===== src/rtl/dcache_axi_master_pkg.sv =====
// Shared constants for the L1 data-cache AXI4 master: AXI encodings,
// cache access-size codes, FSM state encoding and the uncacheable tag.
package dcache_axi_master_pkg;

  // AXI4 field encodings used by this master.
  localparam logic [1:0] AXI_BURST_INCR = 2'b01;
  localparam logic [1:0] AXI_RESP_OKAY  = 2'b00;
  localparam logic [2:0] AXI_SIZE_WORD  = 3'b010;

  // Defaults for the top-level parameters.
  localparam logic [3:0]  AXI_ID_DEFAULT      = 4'd1;
  localparam logic [21:0] UNCACHE_TAG_DEFAULT = 22'h040000;

  // Access size codes presented by the cache on D_type.
  localparam logic [2:0] CACHE_BYTE    = 3'b000;
  localparam logic [2:0] CACHE_HWORD   = 3'b001;
  localparam logic [2:0] CACHE_WORD    = 3'b010;
  localparam logic [2:0] CACHE_BYTE_U  = 3'b100;
  localparam logic [2:0] CACHE_HWORD_U = 3'b101;

  // FSM state encoding.
  typedef logic [2:0] state_t;
  localparam state_t ST_IDLE    = 3'd0;
  localparam state_t ST_RD_ADDR = 3'd1;
  localparam state_t ST_RD_DATA = 3'd2;
  localparam state_t ST_WR_ADDR = 3'd3;
  localparam state_t ST_WR_RESP = 3'd4;

endpackage


===== src/rtl/axi_wstrb_gen.sv =====
// Byte-lane alignment for single-beat stores: turns access size, byte offset
// and LSB-aligned store data into AXI WSTRB/WDATA.
module axi_wstrb_gen
  import dcache_axi_master_pkg::*;
(
  input  logic [2:0]  type_i,
  input  logic [1:0]  offset_i,
  input  logic [31:0] data_i,
  output logic [3:0]  wstrb_o,
  output logic [31:0] wdata_o
);

  // Strobe from access size; the 4-bit shift deliberately truncates a
  // halfword at offset 3 down to the top lane only.
  always_comb begin
    // NOTE: every output of a combinational block gets a default first so
    // no path through the case can leave it unassigned and infer a latch.
    wstrb_o = 4'b1111;
    case (type_i)
      CACHE_BYTE, CACHE_BYTE_U:   wstrb_o = 4'b0001 << offset_i;
      CACHE_HWORD, CACHE_HWORD_U: wstrb_o = 4'b0011 << offset_i;
      CACHE_WORD:                 wstrb_o = 4'b1111;
      default:                    wstrb_o = 4'b1111;
    endcase
  end

  // Move the LSB-aligned store data onto the addressed byte lanes.
  assign wdata_o = data_i << {offset_i, 3'b000};

endmodule


===== src/rtl/dcache_axi_master.sv =====
// Memory-side AXI4 master behind the L1 data cache. One transaction at a
// time: cacheable read misses become INCR line fills, uncacheable reads a
// single beat, and write-through stores a single strobed write beat.
module dcache_axi_master
  import dcache_axi_master_pkg::*;
#(
  parameter logic [3:0]  AXI_ID      = AXI_ID_DEFAULT,
  parameter logic [21:0] UNCACHE_TAG = UNCACHE_TAG_DEFAULT,
  parameter int          LINE_WORDS  = 4
) (
  input  logic        clk,
  input  logic        rst,
  // cache side
  input  logic        D_req,
  input  logic [31:0] D_addr,
  input  logic        D_write,
  input  logic [31:0] D_in,
  input  logic [2:0]  D_type,
  output logic [31:0] D_out,
  output logic        D_wait,
  // read address channel
  output logic [3:0]  ARID,
  output logic [31:0] ARADDR,
  output logic [3:0]  ARLEN,
  output logic [2:0]  ARSIZE,
  output logic [1:0]  ARBURST,
  output logic        ARVALID,
  input  logic        ARREADY,
  // read data channel
  input  logic [31:0] RDATA,
  input  logic [1:0]  RRESP,
  input  logic        RLAST,
  input  logic        RVALID,
  output logic        RREADY,
  // write address channel
  output logic [3:0]  AWID,
  output logic [31:0] AWADDR,
  output logic [3:0]  AWLEN,
  output logic [2:0]  AWSIZE,
  output logic [1:0]  AWBURST,
  output logic        AWVALID,
  input  logic        AWREADY,
  // write data channel
  output logic [31:0] WDATA,
  output logic [3:0]  WSTRB,
  output logic        WLAST,
  output logic        WVALID,
  input  logic        WREADY,
  // write response channel
  input  logic [1:0]  BRESP,
  input  logic        BVALID,
  output logic        BREADY,
  // sticky error flag
  output logic        bus_err
);

  localparam int         CNT_W    = $clog2(LINE_WORDS);
  localparam logic [3:0] FILL_LEN = 4'(LINE_WORDS - 1);

  state_t           state_q, state_d;
  logic [31:0]      addr_q, addr_d;
  logic [31:0]      data_q, data_d;
  logic [2:0]       type_q, type_d;
  logic [CNT_W-1:0] cnt_q, cnt_d;
  logic             aw_done_q, aw_done_d;
  logic             w_done_q, w_done_d;
  logic             bus_err_q, bus_err_d;

  logic             uncached;
  logic [3:0]       rd_len;
  logic             rd_beat;
  logic             wr_cpl;
  logic             aw_now;
  logic             w_now;

  // Read shape is decided by the latched address's region.
  assign uncached = (addr_q[31:10] == UNCACHE_TAG);
  assign rd_len   = uncached ? 4'd0 : FILL_LEN;

  assign rd_beat  = (state_q == ST_RD_DATA) && RVALID;
  assign wr_cpl   = (state_q == ST_WR_RESP) && BVALID;

  // Write-address channel acceptance, counting a handshake seen this cycle.
  assign aw_now   = aw_done_q || AWREADY;
  assign w_now    = w_done_q || WREADY;

  // Cache side: read beats pass straight through in their RVALID cycle.
  assign D_wait   = !(rd_beat || wr_cpl);
  assign D_out    = rd_beat ? RDATA : 32'h0;
  assign bus_err  = bus_err_q;

  // AR channel, driven from the latched request so it stays stable.
  assign ARID     = AXI_ID;
  assign ARADDR   = uncached ? {addr_q[31:2], 2'b00} : {addr_q[31:4], 4'b0000};
  assign ARLEN    = rd_len;
  assign ARSIZE   = AXI_SIZE_WORD;
  assign ARBURST  = AXI_BURST_INCR;
  assign ARVALID  = (state_q == ST_RD_ADDR);
  assign RREADY   = (state_q == ST_RD_DATA);

  // AW/W channels: both raised on entry, each dropped after its own handshake.
  assign AWID     = AXI_ID;
  assign AWADDR   = addr_q;
  assign AWLEN    = 4'd0;
  assign AWSIZE   = AXI_SIZE_WORD;
  assign AWBURST  = AXI_BURST_INCR;
  assign AWVALID  = (state_q == ST_WR_ADDR) && !aw_done_q;
  assign WVALID   = (state_q == ST_WR_ADDR) && !w_done_q;
  assign WLAST    = 1'b1;
  assign BREADY   = (state_q == ST_WR_RESP);

  axi_wstrb_gen u_wstrb_gen (
    .type_i   (type_q),
    .offset_i (addr_q[1:0]),
    .data_i   (data_q),
    .wstrb_o  (WSTRB),
    .wdata_o  (WDATA)
  );

  // Next-state logic: request capture, channel sequencing, error recording.
  always_comb begin
    state_d   = state_q;
    addr_d    = addr_q;
    data_d    = data_q;
    type_d    = type_q;
    cnt_d     = cnt_q;
    aw_done_d = aw_done_q;
    w_done_d  = w_done_q;
    bus_err_d = bus_err_q;

    case (state_q)
      ST_IDLE: begin
        if (D_req) begin
          addr_d    = D_addr;
          data_d    = D_in;
          type_d    = D_type;
          cnt_d     = '0;
          aw_done_d = 1'b0;
          w_done_d  = 1'b0;
          state_d   = D_write ? ST_WR_ADDR : ST_RD_ADDR;
        end
      end
      ST_RD_ADDR: begin
        if (ARREADY) state_d = ST_RD_DATA;
      end
      ST_RD_DATA: begin
        if (RVALID) begin
          cnt_d = cnt_q + 1'b1;
          if (RRESP != AXI_RESP_OKAY) bus_err_d = 1'b1;
          if (RLAST) begin
            if (4'(cnt_q) != rd_len) bus_err_d = 1'b1;
            state_d = ST_IDLE;
          end
        end
      end
      ST_WR_ADDR: begin
        aw_done_d = aw_now;
        w_done_d  = w_now;
        if (aw_now && w_now) begin
          aw_done_d = 1'b0;
          w_done_d  = 1'b0;
          state_d   = ST_WR_RESP;
        end
      end
      ST_WR_RESP: begin
        if (BVALID) begin
          if (BRESP != AXI_RESP_OKAY) bus_err_d = 1'b1;
          state_d = ST_IDLE;
        end
      end
      default: state_d = ST_IDLE;
    endcase
  end

  // State and latched request registers; reset aborts any transaction.
  always_ff @(posedge clk or posedge rst) begin
    // NOTE: sequential state uses non-blocking assignments so every register
    // samples its pre-edge value regardless of statement order.
    if (rst) begin
      state_q   <= ST_IDLE;
      // NOTE: the latched request datapath is reset too, so ARADDR/AWADDR and
      // the strobe outputs never show X after reset.
      addr_q    <= '0;
      data_q    <= '0;
      type_q    <= '0;
      cnt_q     <= '0;
      aw_done_q <= 1'b0;
      w_done_q  <= 1'b0;
      bus_err_q <= 1'b0;
    end else begin
      state_q   <= state_d;
      addr_q    <= addr_d;
      data_q    <= data_d;
      type_q    <= type_d;
      cnt_q     <= cnt_d;
      aw_done_q <= aw_done_d;
      w_done_q  <= w_done_d;
      bus_err_q <= bus_err_d;
    end
  end

endmodule


===== config.mk =====
export PLATFORM = sky130hd
export DESIGN_NAME = dcache_axi_master
export DESIGN_NICKNAME = d
export VERILOG_FILES = /design/src/rtl/dcache_axi_master_pkg.sv /design/src/rtl/axi_wstrb_gen.sv /design/src/rtl/dcache_axi_master.sv
export SDC_FILE = /design/constraint.sdc
export NUM_CORES = 1
export LEC_CHECK = 0
export CAP_MARGIN = 25
export CORE_UTILIZATION = 30
export DETAILED_ROUTE_END_ITERATION = 10
export DONT_BUFFER_PORTS = 1
export GPL_TIMING_DRIVEN = 0
export SETUP_SLACK_MARGIN = 0.2
export SYNTH_ARGS = -nofsm -noshare
export SYNTH_HDL_FRONTEND = slang
export SYNTH_SLANG_ARGS = --single-unit

===== constraint.sdc =====
create_clock -name clk -period 2.65 [get_ports clk]
set_input_delay 0.3975 -clock clk [delete_from_list [all_inputs] [get_ports clk]]
set_output_delay 0.3975 -clock clk [all_outputs]
set_load 0.01 [all_outputs]

==> impl_metrics.csv, run 1 <==
group,metric,value,unit
run_status,status,"complete, no violations",
min_path,hp-class,"in -> reg",
critical_path,critPathSlowestCell,"dfrtp_1",
routing,dr.pass1.iters,5,
sta,setup_viol,0,
power,p_comb_frac,0.455,
sta,period_minus_slack,2.34,ns
critical_path,cpLargestDelayFamily,"buffers and inverters",
routing,via_per_inst,4.82,
yosys,yosysTopAreaCellShare,0.433,
critical_path,required,2.25,ns
sta,fin_worst_skew,0.00609,ns
place,placed_area,0.00463,mm²
routing,drt_iter0_markers,192,
clock_tree,cts_root_buf,"clkbuf_16",
clock_tree,clk_latency,0.34,ns
critical_path,worstPathCellList,"buf_4 > nor2_2 > and3_1 > buf_2 > clkbuf_1 > and2_1",
routing,drt_wl_total,13500,µm
yosys,synth_area_leader_cell,"dfrtp_1",
clock_tree,numClockSinks,74,
clock_tree,cts_tree,"yes",
floorplanning,die_height,121,µm
flow_run,max_cap_violations,0,
global_routing,grt_max_degree,49,
critical_path,path_buf_inv,3,
cells_and_area,diodes,0,
clock_tree,cts_buffers,9,
floorplanning,core_area,0.0139,mm²
critical_path,worst_ep_arrival_time,1.94,ns
clock_tree,clockBufferDepth,2,
sta,whs,0.163,ns
place,dp_hpwl,10600,µm
floorplanning,die_area,0.0147,mm²
sta,fin_crit_sh,0.884,
yosys,ys_seq_area_frac,0.433,
sta,tightestPinTransition,0.621,ns
critical_path,critPathKind,"reg -> out",
cells_and_area,final_cells,765,
sta,rsz0062_at_grt,"false",
power,seq_power_share,0.357,
power,switching_share,0.465,
place,place_congestion,0.866,
yosys,async_flop_share,1.00,
routing,wl_met3,1240,µm
power,p_int,3530,µW
critical_path,cp-end-kind,"output port",
yosys,ys_ff_latch,74,
cells_and_area,design_area,0.00497,mm²
clock_tree,path_clk_slew,0.06,ns
sta,fmax,427,MHz
floorplanning,core.rowCount,43,
routing,wl_met1,5130,µm
sta,relSlewSlack,0.585,
clock_tree,h-tree-depth,3,
cells_and_area,layout_common_cells,"nand2_1 (214), dfrtp_1 (74), buf_4 (62)",
sta,finalWorstSetupSlack,0.308,ns
global_routing,grt_pass1_vias,3464,
yosys,syn_avg_cell_area,7.91,µm²
routing,antenna_left,0,
global_routing,grt.total_usage,0.179,
floorplanning,ios,279,
power,power_switching,3070,µW
critical_path,worstSetupStartpointType,"flip-flop",
routing,via_count,3688,
place,portBuffers,0,
routing,top_layer,"met4",
global_routing,antenna_found_initial,0,
global_routing,grt.overflow.total,0,
routing,drc_errors,0,
yosys,synthCells,541,
global_routing,grt_pass1_wl,19600,µm
place,dp_cells,747,
routing,wl_met2,6910,µm
power,leakagePower,0.00256,µW
cells_and_area,final_common_cell,"nand2_1",
power,powerDensity,1330,mW/mm²
critical_path,max_stage_delay,0.36,ns
sta,setup_tns,0,ns
place,place_ws,0.274,ns
sta,finalMaxSlewViolations,0,
sta,finalHoldViolations,0,
floorplanning,initial_core_util,0.308,
cells_and_area,drive_gt1_frac,0.168,
yosys,ys.warnings.count,0,
yosys,synth-edff-count,0,
yosys,synth.distinct_cells,42,
yosys,ys.flop_type,"dfrtp_1",
power,ir_drop,0.511,mV
yosys,synth_area_leaders,"dfrtp_1 (43%), nand2_1 (19%), buf_4 (11%)",
critical_path,worst-path-max-fanout,10,
routing,wire_per_inst,17.7,µm
cells_and_area,nets,693,
yosys,synth_area,0.00428,mm²
power,clockPowerShare,0.188,
floorplanning,die_w,121,µm
cells_and_area,synthToLayoutAreaGrowth,16.3,%
[what timing repair did]
action / CTS / global route
pin swaps: 1 / 0
resized for setup: 2 / 7
hold buffers: 1 / 0
endpoints found under the hold margin: 26 / 0
setup endpoints to repair: 4 / 20
buffers inserted: 1 / 0
[power by group through the flow]
stage	Combinational [µW]	Sequential [µW]	Clock (µW)
2_1_floorplan	2440	2140	0
3_3_place_gp	2920	2340	0
3_5_place_dp	2990	2370	0
4_1_cts	3000	2360	1280
5_1_grt	3310	2430	1340
6_report	3000	2360	1240
[state kept, by name (all words and copies together) (netlist names)]
name / cells
AWADDR: 32
data_q: 32
state_q: 3
cnt_q: 2
type_q: 2
aw_done_q: 1
bus_err: 1
w_done_q: 1
[metrics by stage]
stage,total power (µW),util
after CTS,6640,0.357
after global routing,7080,0.358
after global placement,5260,0.331
after detailed placement,5360,0.333
final,6610,0.358
after floorplan,4580,-
[cells in the mapped netlist (2+ instances only)]
cell / instances
dfrtp_1: 74
conb_1: 2
mux2i_1: 16
clkbuf_1: 15
buf_2: 7
o21ai_0: 14
nor3_1: 4
a211oi_1: 8
nand3_1: 5
and2_1: 42
o21ai_1: 2
buf_1: 2
nor2b_1: 10
and3_1: 2
nor4_1: 4
buf_4: 61
nor2_1: 21
a21oi_1: 11
inv_1: 5
nand2_1: 214
[cells by family (layout without fill, tap and decap cells)]
family	after synthesis	in the layout	synth area share
compound gates	45	45	0.0658
buf+inv	91	110	0.137
flops	74	74	0.433
mux	17	17	0.0401
other cells	2	27	0.00176
simple gates	312	312	0.323
[final timing paths]
check	slack, ns	to	cells past startpoint	startpoint
setup / recovery	0.31	D_out[6]	6	state_q[2]
hold / removal	0.16	aw_done_q	1	WREADY
setup reg to reg	0.65	type_q[0]	5	state_q[0]
hold reg to reg	0.47	data_q[26]	2	data_q[26]
max in group asynchronous	1.55	data_q[20]	3	rst
min in group asynchronous	0.53	AWADDR[24]	2	rst
[area by class of cell]
class / count / area (µm²)
plain buffers: 86 / 572
repair buffers: 3 / 45.0
fillers: 1452 / 8910
inverters: 5 / 21.3
well taps: 180 / 225
flip-flops and latches: 74 / 1850
clock inverters: 5 / 62.6
multi-input cells: 401 / 1950
clock buffers: 11 / 243
[layer usage]
| metal | vias to the layer above | global-route usage |
|---|---|---|
| met5 | - | 0 |
| met4 | 0 | 0.0617 |
| met3 | 22 | 0.0602 |
| met2 | 226 | 0.325 |
| met1 | 1726 | 0.191 |
| li1 | 1714 | - |
(Power assumes the default switching activity.)
==> run 2: changes to the inputs <==
--- a/config.mk
+++ b/config.mk
@@ -8,8 +8,8 @@
 export CAP_MARGIN = 25
 export CORE_UTILIZATION = 30
 export DETAILED_ROUTE_END_ITERATION = 10
-export DONT_BUFFER_PORTS = 1
 export GPL_TIMING_DRIVEN = 0
+export PLACE_DENSITY = 0.69
 export SETUP_SLACK_MARGIN = 0.2
 export SYNTH_ARGS = -nofsm -noshare
 export SYNTH_HDL_FRONTEND = slang
==> impl_metrics.csv, run 2 (synthesized netlist as in run 1, its figures left out) <==
group,metric,value,unit
cells_and_area,fill_cells,1338,
floorplanning,core.rowCount,43,
sta,period_minus_slack,2.43,ns
clock_tree,h-tree-depth,3,
floorplanning,initial_core_util,0.308,
routing,via_count,4496,
clock_tree,cts_buffers,9,
floorplanning,die_w,121,µm
cells_and_area,drive_gt1_frac,0.139,
routing,dr.pass1.iters,4,
cells_and_area,layout_common_cells,"nand2_1 (214), clkdlybuf4s50_1 (200), dfrtp_1 (71)",
clock_tree,ctsHoldBuffers,0,
clock_tree,cts_tree,"yes",
global_routing,use_met1,0.245,
clock_tree,cts_root_buf,"clkbuf_16",
clock_tree,numClockSinks,74,
power,powerDensity,1130,mW/mm²
cells_and_area,synthToLayoutAreaGrowth,77.5,%
run_status,status,"complete, no violations",
sta,relSlewSlack,0.584,
routing,via_per_inst,4.42,
global_routing,top_usage_layer,"met2",
power,p_total,8560,µW
critical_path,reg2reg_from,"state_q[0]",
sta,fin_worst_skew,0.00577,ns
global_routing,grt.total_usage,0.209,
cells_and_area,final_common_cell,"nand2_1",
cells_and_area,design_area,0.00760,mm²
sta,whs,0.420,ns
cells_and_area,nets,945,
place,dp_hpwl,11900,µm
place,placed_area,0.00713,mm²
global_routing,grt_pass1_vias,4371,
routing,antenna_left,0,
critical_path,reg2regPathDepth,5,
global_routing,grt_pass1_wl,23400,µm
place,place_congestion,0.864,
clock_tree,clockBufferDepth,2,
global_routing,grt_max_degree,50,
sta,tightestPinTransition,0.625,ns
critical_path,worstSetupStartpointType,"flip-flop",
flow_run,max_cap_violations,0,
routing,drt_iter0_markers,225,
global_routing,use_met2,0.361,
floorplanning,die_height,121,µm
min_path,hp-class,"in -> async",
critical_path,worstReg2RegEnd,"type_q[0]",
critical_path,r2r_setup_slack,0.81,ns
clock_tree,clk_latency,0.32,ns
sta,fin_crit_sh,0.919,
global_routing,antenna_found_initial,1,
place,portBuffers,250,
sta,fmax,411,MHz
sta,setup_viol,0,
power,ir_drop,0.605,mV
global_routing,grt_use_met3,0.0597,
clock_tree,path_clk_slew,0.06,ns
critical_path,cp-end-kind,"output port",
global_routing,grt.overflow.total,0,
sta,rsz0062_at_grt,"true",
critical_path,required,2.25,ns
routing,wire_per_inst,15.0,µm
routing,drt_wl_total,15300,µm
critical_path,worst_ep_arrival_time,2.04,ns
sta,finalMaxSlewViolations,0,
floorplanning,ios,279,
floorplanning,core_area,0.0139,mm²
sta,finalHoldViolations,0,
power,leakagePower,0.00389,µW
floorplanning,die_area,0.0147,mm²
routing,drc_errors,0,
critical_path,worst-path-max-fanout,11,
critical_path,critPathKind,"reg -> out",
[run 2: changes by cell type in the layout (fill, tap and decap cells not counted), sizes merged]
cell	change
clkinvlp	-1
dlymetal6s2s	+16
dlygate4sd2	+33
diode	+2
clkdlybuf4s50	+200
nor2	+1
buf	+1
bufinv	+1
dlygate4sd3	-1
inv	-1
clkbuf	+2
[run 2: timing repair]
action,in CTS,in global routing
resized for setup,58,36
setup endpoints to repair,73,28
gates cloned,1,0
setup buffers,2,1
pin swaps,4,4
[run 2: layer usage]
metal | wire [µm] | part of all wire
met4 | 227 | 0.015
met3 | 1240 | 0.081
met2 | 7830 | 0.51
met1 | 6020 | 0.39
met5 | 0 | 0
[run 2: power breakdown]
part / internal, µW / switching [µW]
clock: 847 / 455
combinational: 2720 / 2290
sequential: 1670 / 573
total: 5230 / 3320
[run 2: how the worst max path moves through the flow]
stage | from | end | slack, ns | cells after the start
2_1_floorplan | rst | AWADDR[0] | 0.37 | 1
3_3_place_gp | rst | data_q[7] | -0.99 | 2
3_5_place_dp | RVALID | D_out[17] | -0.15 | 6
4_1_cts | AWADDR[31] | ARADDR[2] | 0.14 | 7
5_1_grt | AWADDR[1] | WDATA[28] | 0.13 | 5
6_report | AWADDR[1] | WDATA[22] | 0.22 | 5
[run 2: worst max-delay path, stage by stage, from the launching register on]
cell and delay [ns]:
dfrtp_1 0.39, buf_4 0.19, buf_8 0.17, mux2i_1 0.15, o21ai_0 0.23, clkdlybuf4s50_1 0.58
[run 2: cell type report]
class | instances | area [µm²] | area share
well taps | 180 | 225 | 0.0296
inverters | 5 | 21.3 | 0.00280
clock buffers | 11 | 243 | 0.0319
multi-input cells | 402 | 2010 | 0.264
clock inverters | 4 | 76.3 | 0.0100
plain buffers | 86 | 619 | 0.0815
flip-flops and latches | 74 | 1860 | 0.244
diodes | 2 | 5.00 | 0.000659
repair buffers | 254 | 2550 | 0.335
[run 2: through the flow]
step,cells,utilization,TNS (ns),worst slack (ns)
floorplan,566,-,0,0.371
global placement,996,0.512,-74.00,-0.987
detailed placement,997,0.514,-1.52,-0.151
CTS,1015,0.540,0,0.137
global route,1016,0.547,0,0.134
finish,1018,0.547,0,0.215
==> run 3: changes to the inputs <==
--- a/config.mk
+++ b/config.mk
@@ -8,6 +8,7 @@
 export CAP_MARGIN = 25
 export CORE_UTILIZATION = 30
 export DETAILED_ROUTE_END_ITERATION = 10
+export GPL_ROUTABILITY_DRIVEN = 0
 export GPL_TIMING_DRIVEN = 0
 export PLACE_DENSITY = 0.69
 export SETUP_SLACK_MARGIN = 0.2
==> results of run 3 <==
The final DEF is identical to that of run 2; final timing and power are the same.
